--- config.mk ---
export PLATFORM = sky130hd
export DESIGN_NAME = fir_sample_feeder_flat
export DESIGN_NICKNAME = d
export VERILOG_FILES = /design/src/rtl/fir_sample_feeder_if.sv /design/src/rtl/fir_sample_feeder.sv /design/src/flat_wrapper.sv
export SDC_FILE = /design/constraint.sdc
export NUM_CORES = 1
export LEC_CHECK = 0
export ABC_CLOCK_PERIOD_IN_PS = 2900
export CORE_UTILIZATION = 32
export DETAILED_ROUTE_END_ITERATION = 8
export GPL_ROUTABILITY_DRIVEN = 0
export PLACE_DENSITY_LB_ADDON = 0.3
export SYNTH_ARGS = -nofsm -noshare
export SYNTH_HDL_FRONTEND = slang
export SYNTH_SLANG_ARGS = --single-unit
--- constraint.sdc ---
create_clock -name clk -period 2.9 [get_ports clk]
set_clock_uncertainty 0.05 [all_clocks]
set_input_delay 0.435 -clock clk [delete_from_list [all_inputs] [get_ports clk]]
set_output_delay 0.435 -clock clk [all_outputs]
set_load 0.05 [all_outputs]
--- src/rtl/fir_sample_feeder_if.sv ---
// Sample handshake bundle between the upstream source, the feeder and the FIR
// filter. The feeder takes the slave view; the environment that owns the
// source and the filter takes the master view.
interface fir_sample_feeder_if #(
  parameter int InputWidth = 16
);
  logic                  in_valid;
  logic [InputWidth-1:0] in_data;
  logic                  in_ready;
  logic                  inputValid;
  logic [InputWidth-1:0] FIR_input;
  logic                  outputValid;

  // Environment side: produces samples and the filter's done pulse.
  modport master (
    output in_valid, in_data, outputValid,
    input  in_ready, inputValid, FIR_input
  );

  // Feeder side: accepts samples and strobes them into the filter.
  modport slave (
    input  in_valid, in_data, outputValid,
    output in_ready, inputValid, FIR_input
  );
endinterface

--- src/rtl/fir_sample_feeder.sv ---
// FIR sample feeder: buffers upstream samples in a small circular FIFO and
// hands them to a serial multi-cycle filter one at a time, waiting for the
// filter's done pulse (or a timeout) before issuing the next sample.
module fir_sample_feeder #(
  parameter int InputWidth = 16,
  parameter int FIFO_depth = 16,
  parameter int Timeout    = 255
) (
  input  logic                          clk,
  input  logic                          rst,
  fir_sample_feeder_if.slave            bus,
  output logic                          busy,
  output logic [$clog2(FIFO_depth):0]   level,
  output logic                          timeout_err,
  output logic [15:0]                   sent_count
);

  localparam int PtrW = $clog2(FIFO_depth);
  localparam int LvlW = PtrW + 1;
  // Wide enough to hold Timeout-1; Timeout=1 still yields a 1-bit counter.
  localparam int CntW = $clog2(Timeout + 1);

  typedef enum logic [1:0] {
    IDLE = 2'd0,
    SEND = 2'd1,
    WAIT = 2'd2
  } state_t;

  state_t                state_reg;
  logic [InputWidth-1:0] mem [FIFO_depth];
  logic [PtrW-1:0]       wr_ptr_reg;
  logic [PtrW-1:0]       rd_ptr_reg;
  logic [LvlW-1:0]       level_reg;
  logic [CntW-1:0]       wait_cnt_reg;
  logic [InputWidth-1:0] fir_input_reg;
  logic                  input_valid_reg;
  logic                  busy_reg;
  logic                  timeout_err_reg;
  logic [15:0]           sent_count_reg;

  logic full;
  logic wr_en;
  logic pop;

  // Writes are refused whenever full, even if a pop happens on the same edge,
  // so in_ready depends only on the current occupancy.
  assign full  = (level_reg == LvlW'(FIFO_depth));
  assign wr_en = bus.in_valid && !full;
  // The only consumer of FIFO entries is the IDLE->SEND transition.
  assign pop   = (state_reg == IDLE) && (level_reg != '0);

  assign bus.in_ready   = !full;
  assign bus.inputValid = input_valid_reg;
  assign bus.FIR_input  = fir_input_reg;
  assign busy           = busy_reg;
  assign level          = level_reg;
  assign timeout_err    = timeout_err_reg;
  assign sent_count     = sent_count_reg;

  // Sample storage; left unreset so it maps onto block RAM.
  always_ff @(posedge clk) begin
    if (wr_en) begin
      mem[wr_ptr_reg] <= bus.in_data;
    end
  end

  // FIFO pointers and occupancy; pointers wrap naturally at a power-of-two depth.
  always_ff @(posedge clk) begin
    if (rst) begin
      wr_ptr_reg <= '0;
      rd_ptr_reg <= '0;
      level_reg  <= '0;
    end else begin
      if (wr_en) begin
        wr_ptr_reg <= wr_ptr_reg + PtrW'(1);
      end
      if (pop) begin
        rd_ptr_reg <= rd_ptr_reg + PtrW'(1);
      end
      unique case ({wr_en, pop})
        2'b10:   level_reg <= level_reg + LvlW'(1);
        2'b01:   level_reg <= level_reg - LvlW'(1);
        default: level_reg <= level_reg;
      endcase
    end
  end

  // Handshake FSM with registered outputs: one strobe per sample, then wait
  // for the filter's done pulse or give up after Timeout cycles.
  always_ff @(posedge clk) begin
    if (rst) begin
      state_reg       <= IDLE;
      fir_input_reg   <= '0;
      input_valid_reg <= 1'b0;
      busy_reg        <= 1'b0;
      timeout_err_reg <= 1'b0;
      sent_count_reg  <= '0;
      wait_cnt_reg    <= '0;
    end else begin
      unique case (state_reg)
        IDLE: begin
          if (pop) begin
            state_reg       <= SEND;
            fir_input_reg   <= mem[rd_ptr_reg];
            input_valid_reg <= 1'b1;
            busy_reg        <= 1'b1;
          end
        end
        SEND: begin
          state_reg       <= WAIT;
          input_valid_reg <= 1'b0;
          wait_cnt_reg    <= '0;
        end
        WAIT: begin
          // A done pulse wins over a timeout landing on the same cycle.
          if (bus.outputValid) begin
            state_reg      <= IDLE;
            busy_reg       <= 1'b0;
            sent_count_reg <= sent_count_reg + 16'd1;
          end else if (wait_cnt_reg == CntW'(Timeout - 1)) begin
            state_reg       <= IDLE;
            busy_reg        <= 1'b0;
            timeout_err_reg <= 1'b1;
          end else begin
            wait_cnt_reg <= wait_cnt_reg + CntW'(1);
          end
        end
        default: begin
          state_reg       <= IDLE;
          input_valid_reg <= 1'b0;
          busy_reg        <= 1'b0;
        end
      endcase
    end
  end

endmodule

--- src/flat_wrapper.sv ---
// flat-port wrapper written by rule: the top's interface ports become plain ports
module fir_sample_feeder_flat 
#(
  parameter int InputWidth = 16,
  parameter int FIFO_depth = 16,
  parameter int Timeout    = 255
)
  (clk, rst, busy, level, timeout_err, sent_count, bus_in_valid, bus_in_data, bus_outputValid, bus_in_ready, bus_inputValid, bus_FIR_input);
  fir_sample_feeder_if #(.InputWidth(InputWidth)) bus_i ();
  input  logic clk;
  input  logic rst;
  output logic busy;
  output logic [$clog2(FIFO_depth):0] level;
  output logic timeout_err;
  output logic [15:0] sent_count;
  input wire logic [$bits(bus_i.in_valid)-1:0] bus_in_valid;
  input wire logic [$bits(bus_i.in_data)-1:0] bus_in_data;
  input wire logic [$bits(bus_i.outputValid)-1:0] bus_outputValid;
  output wire logic [$bits(bus_i.in_ready)-1:0] bus_in_ready;
  output wire logic [$bits(bus_i.inputValid)-1:0] bus_inputValid;
  output wire logic [$bits(bus_i.FIR_input)-1:0] bus_FIR_input;
  assign bus_i.in_valid = bus_in_valid;
  assign bus_i.in_data = bus_in_data;
  assign bus_i.outputValid = bus_outputValid;
  assign bus_in_ready = bus_i.in_ready;
  assign bus_inputValid = bus_i.inputValid;
  assign bus_FIR_input = bus_i.FIR_input;
  fir_sample_feeder #(.InputWidth(InputWidth), .FIFO_depth(FIFO_depth), .Timeout(Timeout)) u_core (.clk(clk), .rst(rst), .bus(bus_i), .busy(busy), .level(level), .timeout_err(timeout_err), .sent_count(sent_count));
endmodule
# Word level (Yosys, flattened, before mapping)
# Memories as Yosys holds them, arrays and structs flattened. A register that Yosys moved wholly into a read port is not among the register bits.
# Index checks and enable logic that the tools add are counted.
# word_totals
ff_bits	42
ramBits	256
in_bits	20
out_inout_bits	41
elab_cells	58
mem_count	1
# mem_list
memory	words	width	rd	rd_ports_with_merged_regs	write_ports	line	source
u_core.mem	16	16	1	1	1	fir_sample_feeder.sv:30	logic [InputWidth-1:0] mem [FIFO_depth];
# op_classes
add_sub_neg	6
eq_ne	10
mux	15
bitwise_logic	3
n_reduce_logical	14
# ops
op	count
$add A16 B1 Y16 const B	1
$mux W8	2
$pmux W8 S2	1
$pmux W5 S2	1
$reduce_and A3 Y1	3
$add A4 B1 Y4 const B	2
$add A8 B1 Y8 const B	1
$eq A8 B8 Y1 const B	1
$reduce_and A2 Y1	4
$mux W2	3
$pmux W2 S3	1
$add A5 B1 Y5 const B	1
$eq A5 B5 Y1 const B	1
$mux W1	5
$reduce_bool A5 Y1	1
$sub A5 B1 Y5 const B	1
$eq A2 B1 Y1 const B	2
$eq A2 B2 Y1 const B	2
$ne A2 B2 Y1 const B	2
$reduce_bool A2 Y1	2
$ne A3 B2 Y1 const B	1
$not A1 Y1	3
$pmux W1 S3	1
$logic_and A1 B1 Y1	2
other kinds (4)	4

# Logic depth before layout (Yosys ltp)
# depth
depth_word	5
depth_mapped	13
depth_no_buf	10

# Least setup slack after synthesis
# OpenSTA, ideal clock, no wires.
# synth_timing
path_kind	register -> register
startpoint	register u_core.level_reg[2], in the netlist u_core.level[2]
endpoint	memory u_core.mem[0][0], enable pin
setup_time_ns	0.409
t_arrival_ns	2.725
required_time_ns	2.441
setup_slack_ns	-0.284
stages_incl_launch_ff	6
n_path_buf	1
period_less_slack_ns	3.184
path_cell_list	dfxtp_1 clkbuf_1 nor4_1 a21boi_1 nand2_1 nor3_1
# synth_via
elab_chain_cells	5
# synth_lines
item	line	source
start, declared	fir_sample_feeder.sv:33	logic [LvlW-1:0] level_reg;
start signal, assigned	fir_sample_feeder.sv:81	2'b10: level_reg <= level_reg + LvlW'(1);
start signal, assigned	fir_sample_feeder.sv:82	2'b01: level_reg <= level_reg - LvlW'(1);
start signal, assigned	fir_sample_feeder.sv:83	default: level_reg <= level_reg;
$eq A5 B5 Y1	fir_sample_feeder.sv:47	assign full = (level_reg == LvlW'(FIFO_depth));
$logic_not A1 Y1	fir_sample_feeder.sv:48	assign wr_en = bus.in_valid && !full;
$logic_and A1 B1 Y1	fir_sample_feeder.sv:48	
$mux W1	fir_sample_feeder.sv:62	if (wr_en) begin
$mux W1 (not written as such)	fir_sample_feeder.sv:63	mem[wr_ptr_reg] <= bus.in_data;
end, declared	fir_sample_feeder.sv:30	
# Every way passes these cells.

# Worst setup path after layout
# layout_timing
startpoint	register u_core.level_reg[0], in the netlist u_core.level[0]
endpoint	output port bus_in_ready
# layout_via
elab_chain_cells	2
# layout_lines
item	line	source
$eq A5 B5 Y1	fir_sample_feeder.sv:47	
$logic_not A1 Y1	fir_sample_feeder.sv:52	assign bus.in_ready = !full;
end, declared	flat_wrapper.sv:19	output wire logic [$bits(bus_i.in_ready)-1:0] bus_in_ready;
# Every way passes these cells.

==> results.sh <==
export IMPL_status="complete, no violations"
export IMPL_grt_setup_unrepaired="no"
export IMPL_utilization_pct=39.7
export IMPL_n_fill_cell=3498
export IMPL_whs_endpoint="u_core.sent_count[9]"
export IMPL_crit_path_max_fanout=6
export IMPL_reg2reg_depth=9
export IMPL_arrival_ns=2.25
export IMPL_cts_resized=0
export IMPL_setup_slack_ns=0.166
export IMPL_pwr_share_seq_pct=42.9
export IMPL_hold_buffers=0
export IMPL_combPwrFrac_pct=21.3
export IMPL_area_growth_pct=21.4
export IMPL_syn_num_nets=809
export IMPL_met1_usage_pct=20.0
export IMPL_synth_warnings=0
export IMPL_p_int_mw=8.76
export IMPL_p_switching_mw=3.67
export IMPL_overflow=0
export IMPL_switching_share_pct=29.5
export IMPL_cp_end_kind="primary output"
export IMPL_rows=71
export IMPL_min_delay_start="rst"
export IMPL_detail_route_first_pass_iterations=4
export IMPL_seq_area_um2=8860
export IMPL_timing_rr_start="u_core.level[2]"
export IMPL_yosys_area_top_type="edfxtp_1"
export IMPL_synthAdderAreaFrac_pct=1.21
export IMPL_drc=0
export IMPL_htreeDepth=2
export IMPL_drtIter0Drc=409
export IMPL_final_nets=910
export IMPL_cp_data_required_time_ns=2.41
export IMPL_path_class="flop to primary output"
export IMPL_cts_path_max_buffers=3
export IMPL_synthXorXnorAreaFrac_pct=1.41
export IMPL_wl_per_cell_um=20.0
export IMPL_synth_top_flop_cell="edfxtp_1"
export IMPL_vias=7065
export IMPL_largest_register_ffs=256
export IMPL_gr_usage_met3_pct=2.98
export IMPL_grt_max_degree=36
export IMPL_synth_top_family_by_area="multiplexers"
export IMPL_drive_gt1_share_pct=19.0
export IMPL_die_area_um2=39600
export IMPL_port_buffers=60
export IMPL_core_area_um2=37900
export IMPL_hpwl_mm=17.6
export IMPL_vias_per_cell=5.00
export IMPL_antenna_found_initial=2
export IMPL_clock_sinks=314
export IMPL_postCtsSetupRepairBufs=0
export IMPL_multi_input_area_um2=3400
export IMPL_cap_violations=0
export IMPL_hold_depth=2
export IMPL_clockRootBuffer="clkbuf_16"
export IMPL_synth_edf_count=256
export IMPL_ant_nets=0
export IMPL_hp_class="input port to flop"
export IMPL_grt_pass1_wl_mm=42.8
export IMPL_pre_cts_ws_ns=0.180
export IMPL_p_total_mw=12.4
export IMPL_synth_area_mux_share_pct=11.8
export IMPL_cts_tree="yes"
export IMPL_leakagePower_nw=4.77
export IMPL_yosys_area_share_simple_pct=6.23
export IMPL_mostFrequentLayoutCells="edfxtp_1, mux2i_1, clkdlybuf4s50_1"
export IMPL_synthArstFlopShare_pct=0
export IMPL_layout_commonest_cell="edfxtp_1"
export IMPL_clkPwrFrac_pct=35.8
export IMPL_synth_seq_cells=314
export IMPL_synth_area_um2=12400
export IMPL_powerDensity_nw_per_um2=824
export IMPL_syn_area_per_cell_um2=16.0
export IMPL_cts_buffers=34
export IMPL_setup_viol=0
export IMPL_netlist_instances=777
export IMPL_ff2ff_setup_slack_ns=0.24
export IMPL_clock_latency_ns=0.53
export IMPL_track_usage_pct=14.7
export IMPL_gr_usage_met2_pct=23.4
export IMPL_ios=61
export IMPL_place_area_um2=13900
export IMPL_stdcell_area_um2=15100
export IMPL_grt_pass1_vias=7033
export IMPL_fp_dieH_um=199
export IMPL_worst_pin_slew_ns=0.884
export IMPL_synth_area_top_cells="edfxtp_1, dfxtp_1, mux4_2, mux2i_1, o22ai_1"
export IMPL_synth_compound_area_share_pct=6.13
export IMPL_synth_top_area_share_pct=61.9
export IMPL_start_util_pct=32.7
export IMPL_yosysUniqueCellTypes=56
export IMPL_max_clock_freq_ghz=0.366
export IMPL_cts_clk_slew_worst_paths_ns=0.06
export IMPL_slew_limit_headroom_pct=41.1
export IMPL_die_x_um=199
export IMPL_start_kind="flop"
export IMPL_min_period_over_period_pct=94.3
export IMPL_r2r_end="u_core.level[4]"
export IMPL_ys_seq_area_share_pct=71.2
export IMPL_fin_crit_ns=2.73
export IMPL_peakVddDrop_mv=0.728
export IMPL_drv_slew=0
export IMPL_diodes=0
export IMPL_holdWs_ns=0.252
export IMPL_wirelength_mm=28.3
export IMPL_finalHoldViolCount=0
export IMPL_busiest_layer="met2"
## metal layers
metal	wire length, um	vias to the layer above
met5	19	-
met4	622	4
met3	1630	47
met2	13100	190
met1	13000	3573
li1	-	3251
## how the worst max path moves through the flow
stage                                from  depth (start not counted)               to  slack, ns
after floorplan           u_core.level[2]                         13  u_core.level[4]      -0.06
after global placement       bus_in_valid                          9  u_core.level[4]       0.19
after detailed placement     bus_in_valid                          9  u_core.level[4]       0.18
after CTS                 u_core.level[0]                          4     bus_in_ready       0.17
after global routing      u_core.level[0]                         10  u_core.level[4]       0.04
final                     u_core.level[0]                          4     bus_in_ready       0.17
## cell families after synthesis
family / count (synthesis)
compound gates: 120
xor+xnor: 20
fa+ha+maj: 12
buf+inv: 55
flops: 314
mux: 106
simple gates: 150
## per-stage QoR
stage / setup TNS, ns / instances
5_1_grt: 0 / 1414
3_3_place_gp: 0 / 1353
6_report: 0 / 1414
2_1_floorplan: -0.0577 / 777
4_1_cts: 0 / 1414
3_5_place_dp: 0 / 1353
## power groups by stage
stage | clock (mW) | sequential, mW | combinational [mW]
CTS | 4.57 | 5.33 | 2.68
finish | 4.45 | 5.33 | 2.64
detailed placement | 0 | 5.42 | 2.67
global placement | 0 | 5.42 | 2.64
floorplan | 0 | 5.71 | 1.49
global route | 4.72 | 5.35 | 2.88
## final cells by class
| cell class | count | share of cell area [%] |
|---|---|---|
| Tap cell | 511 | 4.24 |
| Clock inverter | 21 | 1.70 |
| Multi-Input combinational cell | 408 | 22.5 |
| Timing Repair Buffer | 109 | 6.47 |
| Clock buffer | 40 | 5.99 |
| Sequential cell | 314 | 58.8 |
| Inverter | 11 | 0.274 |
## critical path: stages, from the launching register on
cell and delay (ns):
dfxtp_2 0.31, buf_4 0.15, nor4_1 0.46, nand2_1 0.10, clkdlybuf4s50_1 0.72
## Yosys cell counts, types with 2 or more instances
| cell type | count |
|---|---|
| nor2_1 | 44 |
| mux2_2 | 3 |
| o211ai_1 | 5 |
| and3_1 | 6 |
| nand2_1 | 24 |
| ha_1 | 12 |
| mux2i_1 | 71 |
| o2111ai_1 | 2 |
| o21ai_0 | 12 |
| a21oi_1 | 29 |
| dfxtp_1 | 58 |
| a211oi_1 | 2 |
| inv_1 | 10 |
| nand3_1 | 12 |
| or3_1 | 8 |
| nand2b_1 | 6 |
| xnor2_1 | 6 |
| edfxtp_1 | 256 |
| nand3b_1 | 2 |
| nor3_1 | 25 |
| buf_4 | 4 |
| o21ai_1 | 8 |
| nand4_1 | 5 |
| buf_2 | 14 |
| xor2_1 | 14 |
| nor2b_1 | 5 |
| mux4_2 | 32 |
| clkbuf_1 | 19 |
| o22ai_1 | 33 |
| buf_1 | 6 |
| a22oi_1 | 17 |
| nor4_1 | 3 |
(Power assumes the default switching activity.)
